==> src/rtl/beef_rf_pkg.sv <==
// beef_rf_pkg
//   Shared definitions for the BeeF architectural register file.
//   - REG_* : architectural register indices used by the control FSM.
//   - op_dir_e : direction of the in-place increment/decrement port.
package beef_rf_pkg;

  localparam int REG_PC       = 0;
  localparam int REG_CACHEPTR = 1;
  localparam int REG_STACKPTR = 2;
  localparam int REG_HEADPTR  = 3;
  localparam int REG_REGISTER = 4;

  typedef enum logic {
    OP_INC = 1'b0,
    OP_DEC = 1'b1
  } op_dir_e;

endpackage

==> src/rtl/beef_rf_addsub.sv <==
// beef_rf_addsub
//   Combinational add/subtract used by the in-place op port.
//   Ports:
//     a      in  DATA_WIDTH  current register value
//     amt    in  DATA_WIDTH  unsigned amount
//     dec    in  op_dir_e    OP_INC adds, OP_DEC subtracts
//     result out DATA_WIDTH  wrapped or clamped result
//     ovf    out 1           carry/borrow out (wrap) or clamp engaged (saturate)
module beef_rf_addsub
  import beef_rf_pkg::*;
#(
  parameter int DATA_WIDTH = 8,
  parameter bit SATURATE   = 1'b0
) (
  input  logic [DATA_WIDTH-1:0] a,
  input  logic [DATA_WIDTH-1:0] amt,
  input  op_dir_e               dec,
  output logic [DATA_WIDTH-1:0] result,
  output logic                  ovf
);

  logic [DATA_WIDTH:0] w_sum;

  always_comb begin
    // One extra bit: it holds the carry on add and the borrow on subtract.
    if (dec == OP_DEC) begin
      w_sum = {1'b0, a} - {1'b0, amt};
    end else begin
      w_sum = {1'b0, a} + {1'b0, amt};
    end
    ovf = w_sum[DATA_WIDTH];
    if (SATURATE && w_sum[DATA_WIDTH]) begin
      result = (dec == OP_DEC) ? '0 : '1;
    end else begin
      result = w_sum[DATA_WIDTH-1:0];
    end
  end

endmodule

==> src/rtl/beef_reg_file.sv <==
// beef_reg_file
//   BeeF architectural register file: two combinational read ports,
//   one synchronous write port, one in-place inc/dec port, a one-deep
//   shadow bank (snap/restore/swap), zero flag and optional write bypass.
//   Ports:
//     clk, reset            clock; synchronous active-high reset
//     wen_i/wa_i/write_data_i  write port
//     op_en_i/op_addr_i/op_dec_i/op_amt_i  inc/dec port
//     snap_i/restore_i      shadow capture / shadow restore (both = swap)
//     ra0_i/ra1_i -> rd0_o/rd1_o  combinational reads (0 if out of range)
//     rz0_o                 rd0_o == 0
//     regs_o                stored register taps, never bypassed
//     ovf_o                 registered overflow of the previous op
//     err_o                 sticky out-of-range access flag
module beef_reg_file
  import beef_rf_pkg::*;
#(
  parameter int DATA_WIDTH = 8,
  parameter int NUM_REGS   = 8,
  parameter int ADDR_WIDTH = $clog2(NUM_REGS),
  parameter bit SATURATE   = 1'b0,
  parameter bit BYPASS     = 1'b1
) (
  input  logic                           clk,
  input  logic                           reset,
  input  logic                           wen_i,
  input  logic [ADDR_WIDTH-1:0]          wa_i,
  input  logic [DATA_WIDTH-1:0]          write_data_i,
  input  logic                           op_en_i,
  input  logic [ADDR_WIDTH-1:0]          op_addr_i,
  input  logic                           op_dec_i,
  input  logic [DATA_WIDTH-1:0]          op_amt_i,
  input  logic                           snap_i,
  input  logic                           restore_i,
  input  logic [ADDR_WIDTH-1:0]          ra0_i,
  input  logic [ADDR_WIDTH-1:0]          ra1_i,
  output logic [DATA_WIDTH-1:0]          rd0_o,
  output logic [DATA_WIDTH-1:0]          rd1_o,
  output logic                           rz0_o,
  output logic [NUM_REGS*DATA_WIDTH-1:0] regs_o,
  output logic                           ovf_o,
  output logic                           err_o
);

  localparam logic [ADDR_WIDTH:0] LP_NUM_REGS = (ADDR_WIDTH+1)'(NUM_REGS);

  logic [DATA_WIDTH-1:0] r_rf     [NUM_REGS];
  logic [DATA_WIDTH-1:0] r_shadow [NUM_REGS];
  logic                  r_ovf;
  logic                  r_err;

  logic [DATA_WIDTH-1:0] w_nxt [NUM_REGS];
  logic [DATA_WIDTH-1:0] w_src [NUM_REGS];
  logic                  w_ovf_nxt;
  logic                  w_err_nxt;
  logic                  w_wa_in, w_op_in;
  logic                  w_wr_ok, w_op_ok;
  logic [DATA_WIDTH-1:0] w_op_cur, w_op_res;
  logic                  w_op_ovf;
  op_dir_e               w_op_dir;

  assign w_wa_in  = ({1'b0, wa_i} < LP_NUM_REGS);
  assign w_op_in  = ({1'b0, op_addr_i} < LP_NUM_REGS);
  assign w_wr_ok  = wen_i && w_wa_in;
  // A write to the same register takes precedence; the op is simply dropped.
  assign w_op_ok  = op_en_i && w_op_in && !(w_wr_ok && (wa_i == op_addr_i));
  assign w_op_dir = op_dir_e'(op_dec_i);

  always_comb begin
    w_op_cur = '0;
    for (int k = 0; k < NUM_REGS; k++) begin
      if (op_addr_i == ADDR_WIDTH'(k)) w_op_cur = r_rf[k];
    end
  end

  beef_rf_addsub #(
    .DATA_WIDTH (DATA_WIDTH),
    .SATURATE   (SATURATE)
  ) u_addsub (
    .a      (w_op_cur),
    .amt    (op_amt_i),
    .dec    (w_op_dir),
    .result (w_op_res),
    .ovf    (w_op_ovf)
  );

  // Next register state; restore overrides both write and op.
  always_comb begin
    w_ovf_nxt = 1'b0;
    w_err_nxt = r_err;
    for (int k = 0; k < NUM_REGS; k++) begin
      w_nxt[k] = r_rf[k];
    end
    if (restore_i) begin
      for (int k = 0; k < NUM_REGS; k++) begin
        w_nxt[k] = r_shadow[k];
      end
    end else begin
      for (int k = 0; k < NUM_REGS; k++) begin
        if (w_wr_ok && (wa_i == ADDR_WIDTH'(k))) w_nxt[k] = write_data_i;
        if (w_op_ok && (op_addr_i == ADDR_WIDTH'(k))) w_nxt[k] = w_op_res;
      end
      if (w_op_ok) w_ovf_nxt = w_op_ovf;
      if ((wen_i && !w_wa_in) || (op_en_i && !w_op_in)) w_err_nxt = 1'b1;
    end
  end

  always_ff @(posedge clk) begin
    if (reset) begin
      for (int k = 0; k < NUM_REGS; k++) begin
        r_rf[k]     <= '0;
        r_shadow[k] <= '0;
      end
      r_ovf <= 1'b0;
      r_err <= 1'b0;
    end else begin
      for (int k = 0; k < NUM_REGS; k++) begin
        r_rf[k] <= w_nxt[k];
        // Shadow takes pre-edge values, so snap with restore is a swap.
        if (snap_i) r_shadow[k] <= r_rf[k];
      end
      r_ovf <= w_ovf_nxt;
      r_err <= w_err_nxt;
    end
  end

  // Read source: next value when bypassing (never during reset), else stored.
  always_comb begin
    for (int k = 0; k < NUM_REGS; k++) begin
      w_src[k] = (BYPASS && !reset) ? w_nxt[k] : r_rf[k];
    end
  end

  always_comb begin
    rd0_o = '0;
    rd1_o = '0;
    for (int k = 0; k < NUM_REGS; k++) begin
      if (ra0_i == ADDR_WIDTH'(k)) rd0_o = w_src[k];
      if (ra1_i == ADDR_WIDTH'(k)) rd1_o = w_src[k];
    end
  end

  assign rz0_o = (rd0_o == '0);

  always_comb begin
    regs_o = '0;
    for (int k = 0; k < NUM_REGS; k++) begin
      regs_o[k*DATA_WIDTH +: DATA_WIDTH] = r_rf[k];
    end
  end

  assign ovf_o = r_ovf;
  assign err_o = r_err;

endmodule

==> config.mk <==
export PLATFORM = sky130hd
export DESIGN_NAME = beef_reg_file
export DESIGN_NICKNAME = d
export VERILOG_FILES = /design/src/rtl/beef_rf_pkg.sv /design/src/rtl/beef_rf_addsub.sv /design/src/rtl/beef_reg_file.sv
export SDC_FILE = /design/constraint.sdc
export NUM_CORES = 1
export LEC_CHECK = 0
export CORE_MARGIN = 2
export CORE_UTILIZATION = 30
export DETAILED_ROUTE_END_ITERATION = 12
export PLACE_DENSITY_LB_ADDON = 0.08
export SYNTH_ARGS = -nofsm -noshare
export SYNTH_HDL_FRONTEND = slang
export SYNTH_SLANG_ARGS = --single-unit
export TNS_END_PERCENT = 20
==> constraint.sdc <==
create_clock -name clk -period 15.22 [get_ports clk]
set_input_delay 1.522 -clock clk [delete_from_list [all_inputs] [get_ports clk]]
set_output_delay 1.522 -clock clk [all_outputs]
set_load 0.01 [all_outputs]
==> qor.txt, run 1 <==
leakage = 4.60 nW
synthesized area per cell = 8.22 um2
global-route wire length before repair = 70.8 mm
RSZ-0062 raised after global routing = false
final setup margin = 6690 ps
top-count cell post-synth = nand2_1
status = finished, final reports clean
Final Skew = 13.2 ps
Peak VDD IR = 0.0000823 V
Clock transition at path regs = 60 ps
Die ar. = 34900 um2
vias in the first global route = 9807
vias per inst = 6.00
DRC viols = 0
maximum fanout along the worst path = 40
slew margin rel. = 16.6%
CTS sink cnt = 129
fin cells = 1733
Setup WS pre-CTS = 6720 ps
# diodes = 0
H-tree depth = 4
core region area = 32700 um2
Cell Rows = 66
cts hold-fix bufs = 0
Ports = 118
WP data arrival = 7000 ps
Final #Nets = 1324
pin count of the biggest net entering global routing = 74
critical path type = input pin to primary output
Primary FF master, synth = dfxtp_1
max incr delay on CP = 600 ps
Port Buffers = 116
setup TNS = 0 ps
Final Hold Viols = 0
Die Y-Extent = 187 um
mapped cell area = 10000 um2
Synth Instances = 1219
Netlist cell types = 88
Yosys top cell area share = 19.2%
Tot Pwr = 1.15 mW
ANT nets after route = 0
Syn-to-layout area delta = 21.7%
Post-synth EDFFs = 64
slowest CP cell = clkdlybuf4s50_1
Post-Syn Nets = 1264
Final Max Tran Viols = 0
WL final = 49.0 mm
Num CTS Buffers = 17
Post-synth top cells = nand2_1, nor2_1, a21oi_1
RePlAce Congestion = 0.909
Iter 0 DRT Violations = 1109
routed vias = 10.4k
final critical-path share of the clock period = 56.0%
max_cap viols = 0
Crit. End Element = primary output
Post-synth ARST share = 0%
Clock Tree Buf Depth = 2
worst-margin pin slew = 1250 ps
CTS resizes = 0
Synth area leaders = edfxtp_1, dfxtp_1, mux2i_1, a21oi_1, nand2_1
Die W = 187 um
fillcell total = 3437
Cells after DPL = 1702
critical-path cell list = buf_2 -> buf_4 -> nor2b_1 -> a22oi_1 -> o22a_1 -> nor2_1 -> a31oi_1 -> o22ai_1 -> a21oi_1 -> nand2_1 -> ha_1 -> and3b_1 -> or3_1 -> a211oi_1 -> o311ai_1 -> a31oi_1 -> o2111ai_1 -> o311a_1 -> or4_1 -> nor4_2 -> clkdlybuf4s50_1
post-DP HPWL = 33.6 mm
DR WL/cell = 28.2 um
synthesis-stage register bit count = 129
initial antenna violation count = 0
Initial Util = 30.7%
Tightest Hold Check Type = flop to flop
fraction of layout cells with a size suffix above 1 = 8.91%
root buf cell = clkbuf_16
YS warnings = 0
final setup vio count = 0
Detailed Routing Iterations Pass 1 = 5
Tot GR Track Use = 27.6%
Post-CTS Repair Setup Buffers = 0
final worst path period need = 8530 ps
Worst Path Required = 13700 ps
Max Fclk = 0.117 GHz
post-synthesis sequential area ratio = 32.1%
latest clock arrival within the worst-skew pair = 450 ps
Yosys top cell by area = edfxtp_1
CP most frequent cell = a31oi_1
CTS tree = yes
GRT overflow = 0
Power Dens Cells = 94.3 nW/um2
startpoint class of the critical path = input pin
==> kinds of logic after synthesis <==
logic type               synth area share [%]
adder cells (fa/ha/maj)                  1.32
XOR/XNOR                                 1.80
AND/OR/NAND/NOR                          22.2
buffers and inverters                    4.87
other                                  0.0374
AO/OA/AOI/OAI                            26.0
flip-flops                               32.1
multiplexers                             11.6
==> power breakdown <==
part	internal, mW	total, mW	switching (mW)
sequential	0.384	0.408	0.0246
clock	0.272	0.442	0.170
combinational	0.111	0.300	0.190
==> registers in the layout, indices dropped and copies added (netlist names) <==
signal and cells:
ovf_o 1, r_rf 64, r_shadow 64
==> cell usage in the layout (no fill, tap or decap), types with 21 or more instances in the layout <==
master and instances:
a211oi_1 21, nor2_1 128, mux2_2 23, o21ai_0 59, clkdlybuf4s50_1 111, mux2i_1 75
and2_1 65, nor2b_1 26, a21oi_1 102, buf_4 29, edfxtp_1 64, dfxtp_1 65
nand2_1 131
==> path summary, 6_finish.rpt <==
check / start / endpoint / slack, ps / cells after the start
worst min register to register: r_shadow[1][23]$_SDFFCE_PP0P_ / r_rf[1][23]$_SDFF_PP0_ / 510 / 2
worst max register to register: r_rf[0][17]$_SDFF_PP0_ / r_rf[1][14]$_SDFF_PP0_ / 11180 / 16
worst min-delay path: r_shadow[1][23]$_SDFFCE_PP0P_ / r_rf[1][23]$_SDFF_PP0_ / 510 / 2
worst max-delay path: op_addr_i[0] / rz0_o / 6690 / 21
==> critical path, delay by kind of cell <==
| family | cells | cell delay, ps |
|---|---|---|
| fa+ha+maj | 1 | 310 |
| buf+inv | 3 | 1070 |
| simple gates | 7 | 2320 |
| compound gates | 10 | 1750 |
==> cell type report <==
class                      instances  area [um2]  share of cell area (%)
clock inverter                    11         165                    1.35
multi-input combinational        968        6400                    52.5
timing repair buffer             143        1340                    11.0
inverter                          20        75.1                   0.615
tap                              442         553                    4.53
clock buffer                      20         437                    3.58
sequential                       129        3220                    26.4
==> metrics by stage <==
| stage | hold slack [ps] | utilization, % | area, um2 |
|---|---|---|---|
| 4_1_cts | 517 | 37.3 | 12200 |
| 3_5_place_dp | 504 | 35.5 | 11600 |
| 6_report | 512 | 37.3 | 12200 |
| 2_1_floorplan | 476 | - | 10000 |
| 5_1_grt | 541 | 37.3 | 12200 |
| 3_3_place_gp | 489 | 35.5 | 11600 |
==> layer usage <==
layer | share of wire, % | track usage, % | vias to the layer above
met2 | 45 | 43.3 | 544
met1 | 43 | 37.0 | 5107
met5 | 0 | 0 | -
met4 | 3.9 | 11.7 | 0
met3 | 8.1 | 5.67 | 87
li1 | - | - | 4664
Note: power is estimated with default switching activity, not from simulation.
==> run 2, diff against run 1 <==
clock period = 8.4 ns   (was 15.22 ns; I/O delays follow)
==> qor.txt, run 2 (synthesis gave the netlist of run 1 again) <==
status = finished, final reports clean
leakage = 4.61 nW
root buf cell = clkbuf_16
DRC viols = 0
global-route wire length before repair = 72.1 mm
final setup vio count = 0
slew margin rel. = 19.2%
Worst Path Required = 7560 ps
CTS resizes = 0
family with the most delay on the worst path = simple AND/OR/NAND/NOR gates
Detailed Routing Iterations Pass 1 = 6
vias in the first global route = 9873
Final Hold Viols = 0
ANT nets after route = 0
Clock Tree Buf Depth = 2
Clock transition at path regs = 50 ps
Bufs and invs on worst path = 2
area of the multi-input gates = 6390 um2
core region area = 32700 um2
max_cap viols = 0
final worst path period need = 7180 ps
Tot GR Track Use = 28.2%
Die ar. = 34900 um2
worst reg-to-reg setup slack = 4400 ps
most frequent cells in the layout = nand2_1, nor2_1, clkdlybuf4s50_1
final setup margin = 1220 ps
Num CTS Buffers = 17
setup TNS = 0 ps
Power Dens Cells = 168 nW/um2
Ports = 118
Die Y-Extent = 187 um
H-tree depth = 4
maximum fanout along the worst path = 29
max incr delay on CP = 610 ps
fillcell total = 3455
RSZ-0062 raised after global routing = false
final critical-path share of the clock period = 85.5%
CP most frequent cell = and3_1
Setup WS pre-CTS = 1390 ps
hold slack = 508 ps
Syn-to-layout area delta = 21.8%
leading cell type in the layout, fill and taps excluded = nand2_1
Crit. End Element = primary output
latest clock arrival within the worst-skew pair = 460 ps
pin count of the biggest net entering global routing = 108
WL final = 49.8 mm
startpoint class of the critical path = input pin
WP data arrival = 6340 ps
worst-margin pin slew = 1210 ps
Cell Rows = 66
fraction of layout cells with a size suffix above 1 = 9.34%
post-DP HPWL = 34.8 mm
GRT overflow = 0
register area = 3220 um2
Die W = 187 um
CTS sink cnt = 129
Max Fclk = 0.139 GHz
Peak VDD IR = 0.000152 V
initial antenna violation count = 2
routed vias = 10.5k
vias per inst = 6.04
Post-CTS Repair Setup Buffers = 0
Tightest Hold Check Type = flop to flop
DR WL/cell = 28.7 um
Iter 0 DRT Violations = 1256
cts hold-fix bufs = 0
RePlAce Congestion = 0.942
slowest CP cell = clkdlybuf4s50_1
Final Skew = 18.2 ps
Port Buffers = 116
CTS tree = yes
Initial Util = 30.7%
Final Max Tran Viols = 0
Final #Nets = 1327
critical-path cell list = buf_2 -> nor2b_1 -> a21o_1 -> a221oi_1 -> o21ai_0 -> a22o_1 -> fa_1 -> and3_1 -> nor3_1 -> nor2_1 -> o31ai_1 -> o221ai_1 -> a211o_1 -> and3_1 -> or4_1 -> nor4_2 -> clkdlybuf4s50_1
critical path type = input pin to primary output
-- run 2: power by group --
group	switching (mW)	internal, mW
logic	0.342	0.202
registers	0.0459	0.695
clock network	0.326	0.444
-- run 2: worst reg2reg max path, stage by stage, from the launching register on --
cell and delay, ps:
dfxtp_1 410, mux2i_1 210, nor2_1 60, a21oi_1 130, nor2_1 50, a221oi_1 290, o21ai_0 150, a22o_1 270
fa_1 450, and3_1 200, o21a_1 290, o31ai_1 620, and2_1 350, a21oi_1 140, nor2_1 160, a21oi_1 60
nor2_1 110
-- run 2: area by class of cell --
type                    instances  area share (%)
multi-input cells             968            52.4
flip-flops and latches        129            26.4
repair buffers                146            11.3
well taps                     442            4.53
clock buffers                  19            3.63
clock inverters                13            1.14
inverters                      20           0.615
diodes                          1          0.0205
-- run 2: path summary, 6_finish.rpt --
| kind | from | depth (start not counted) | end |
|---|---|---|---|
| max reg2reg | r_rf[0][17]$_SDFF_PP0_ | 16 | r_rf[1][14]$_SDFF_PP0_ |
| min | r_shadow[1][23]$_SDFFCE_PP0P_ | 2 | r_rf[1][23]$_SDFF_PP0_ |
| max | op_addr_i[2] | 17 | rz0_o |
| min reg2reg | r_shadow[1][23]$_SDFFCE_PP0P_ | 2 | r_rf[1][23]$_SDFF_PP0_ |
-- run 2: through the flow --
stage / utilization, % / instance area (um2) / std cells / power (mW)
2_1_floorplan: - / 10000 / 1219 / 1.05
3_3_place_gp: 35.5 / 11600 / 1705 / 1.29
3_5_place_dp: 35.5 / 11600 / 1705 / 1.29
4_1_cts: 37.3 / 12200 / 1737 / 2.06
5_1_grt: 37.3 / 12200 / 1737 / 2.13
6_report: 37.3 / 12200 / 1738 / 2.05
-- run 2: routing by layer --
metal  wire [um]  up-vias  share of wire, %  global-route usage (%)
met4        2000        0               4.0                    11.7
li1            -     4690                 -                       -
met3        3700      100               7.4                    5.87
met2       22500      542                45                    44.5
met5           0        -                 0                       0
met1       21600     5163                43                    37.6
==> run 3, diff against run 2 <==
CORE_ASPECT_RATIO = 1.5   (was default)
CTS_CLUSTER_SIZE = 10   (was default)
REMOVE_ABC_BUFFERS = 1   (was default)
==> qor.txt, run 3 (synthesis gave the netlist of run 1 again) <==
status = finished, final reports clean
RePlAce Congestion = 0.937
WL final = 50.1 mm
CTS sink cnt = 129
Final Skew = 10.4 ps
Ports = 118
family with the most delay on the worst path = simple AND/OR/NAND/NOR gates
initial antenna violation count = 1
final critical-path share of the clock period = 88.2%
worst r2r src = r_rf[0][18]$_SDFF_PP0_
Die W = 153 um
final setup margin = 989 ps
Cells after DPL = 1687
Clock transition at path regs = 60 ps
root buf cell = clkbuf_16
Tot GR Track Use = 28.3%
vias in the first global route = 10.2k
sw power = 0.701 mW
startpoint class of the critical path = input pin
internal cell power = 1.36 mW
slowest CP cell = clkdlybuf4s50_1
Switching Share = 34.0%
# diodes = 0
ANT nets after route = 0
max incr delay on CP = 620 ps
Syn-to-layout area delta = 21.9%
Setup WS pre-CTS = 1130 ps
critical path type = input pin to primary output
Clock Tree Buf Depth = 2
Die ar. = 34900 um2
Num CTS Buffers = 17
DR WL/cell = 29.1 um
fraction of layout cells with a size suffix above 1 = 9.39%
vias per inst = 6.09
global-route wire length before repair = 72.4 mm
Peak VDD IR = 0.000147 V
WP data arrival = 6570 ps
critical-path cell list = buf_2 -> nor2b_1 -> a21o_1 -> a221oi_1 -> o21ai_0 -> a22o_1 -> fa_1 -> and3_1 -> nor3_1 -> nor2_1 -> o31ai_1 -> o221ai_1 -> a211o_1 -> and3_1 -> or4_1 -> nor4_2 -> clkdlybuf4s50_1
Sequential Power Share = 35.7%
Power Dens Cells = 169 nW/um2
hold endpoint = r_rf[0][9]$_SDFF_PP0_
Comb pwr share = 26.5%
final worst path period need = 7410 ps
leading cell type in the layout, fill and taps excluded = nand2_1
H-tree depth = 4
Initial Util = 30.3%
core region area = 33100 um2
pin count of the biggest net entering global routing = 89
setup TNS = 0 ps
Final #Nets = 1331
cts hold-fix bufs = 0
WHS Path Cells = 2
Tightest Hold Check Type = flop to flop
GRT overflow = 0
Crit. End Element = primary output
slew margin rel. = 25.4%
Worst Path Required = 7560 ps
most frequent cells in the layout = nand2_1, nor2_1, clkdlybuf4s50_1
RSZ-0062 raised after global routing = false
reg2reg end = r_rf[1][14]$_SDFF_PP0_
max_cap viols = 0
Iter 0 DRT Violations = 990
fin cells = 1719
post-DP HPWL = 35.6 mm
final setup vio count = 0
Detailed Routing Iterations Pass 1 = 6
Final Max Tran Viols = 0
latest clock arrival within the worst-skew pair = 460 ps
leakage = 4.64 nW
CTS tree = yes
Cell Rows = 82
Final Hold Viols = 0
CTS resizes = 0
Port Buffers = 116
maximum fanout along the worst path = 25
CP most frequent cell = and3_1
Post-CTS Repair Setup Buffers = 0
routed vias = 10.5k
Die Y-Extent = 228 um
HP Start = r_shadow[0][9]$_SDFFCE_PN0P_
fillcell total = 3506
worst reg-to-reg setup slack = 4170 ps
Bufs and invs on worst path = 2
Max Fclk = 0.135 GHz
worst-margin pin slew = 1120 ps
DRC viols = 0
worst reg2reg path depth = 18
clock share of power = 37.9%
[run 3: worst max-delay path by stage]
stage | startpoint | to | slack [ps] | cells after the start
final | op_addr_i[2] | rz0_o | 990 | 17
after floorplan | op_addr_i[1] | rz0_o | 3020 | 19
after CTS | op_addr_i[2] | rz0_o | 1100 | 17
after global routing | op_addr_i[2] | rz0_o | 630 | 17
after detailed placement | op_addr_i[2] | rz0_o | 1130 | 17
after global placement | op_addr_i[2] | rz0_o | 1190 | 17
[run 3: per-stage QoR]
stage	total power, mW	util [%]	hold WS (ps)	cell area (um2)
6_report	2.06	36.9	515	12200
5_1_grt	2.14	36.9	545	12200
4_1_cts	2.07	36.9	514	12200
3_5_place_dp	1.29	35.1	501	11600
3_3_place_gp	1.29	35.1	498	11600
2_1_floorplan	1.01	-	475	9610
[run 3: area by class of cell]
class | count | area (um2) | share of cell area, %
multi-input cells | 968 | 6400 | 52.3
flip-flops and latches | 129 | 3220 | 26.4
repair buffers | 150 | 1410 | 11.5
well taps | 420 | 526 | 4.30
clock buffers | 19 | 433 | 3.54
clock inverters | 13 | 161 | 1.32
inverters | 20 | 75.1 | 0.614
[run 3: tightest hold or removal path, stage by stage, from the launching register on]
cell      delay, ps
edfxtp_1        340
a21oi_1          70
nor2_1           70
[run 3: per-layer routing]
metal	part of all wire (%)	vias to the layer above	global-route usage, %
li1	-	4680	-
met1	41	5221	35.6
met2	48	452	46.3
met3	5.3	113	4.10
met4	5.6	0	15.4
met5	0	-	0
[run 3: power groups by stage]
stage               Clock (mW)  Sequential [mW]  Combinational [mW]
floorplan                    0            0.736               0.273
global placement             0            0.750               0.541
detailed placement           0            0.749               0.539
CTS                      0.796            0.736               0.542
global route             0.821            0.739               0.581
finish                   0.782            0.736               0.546
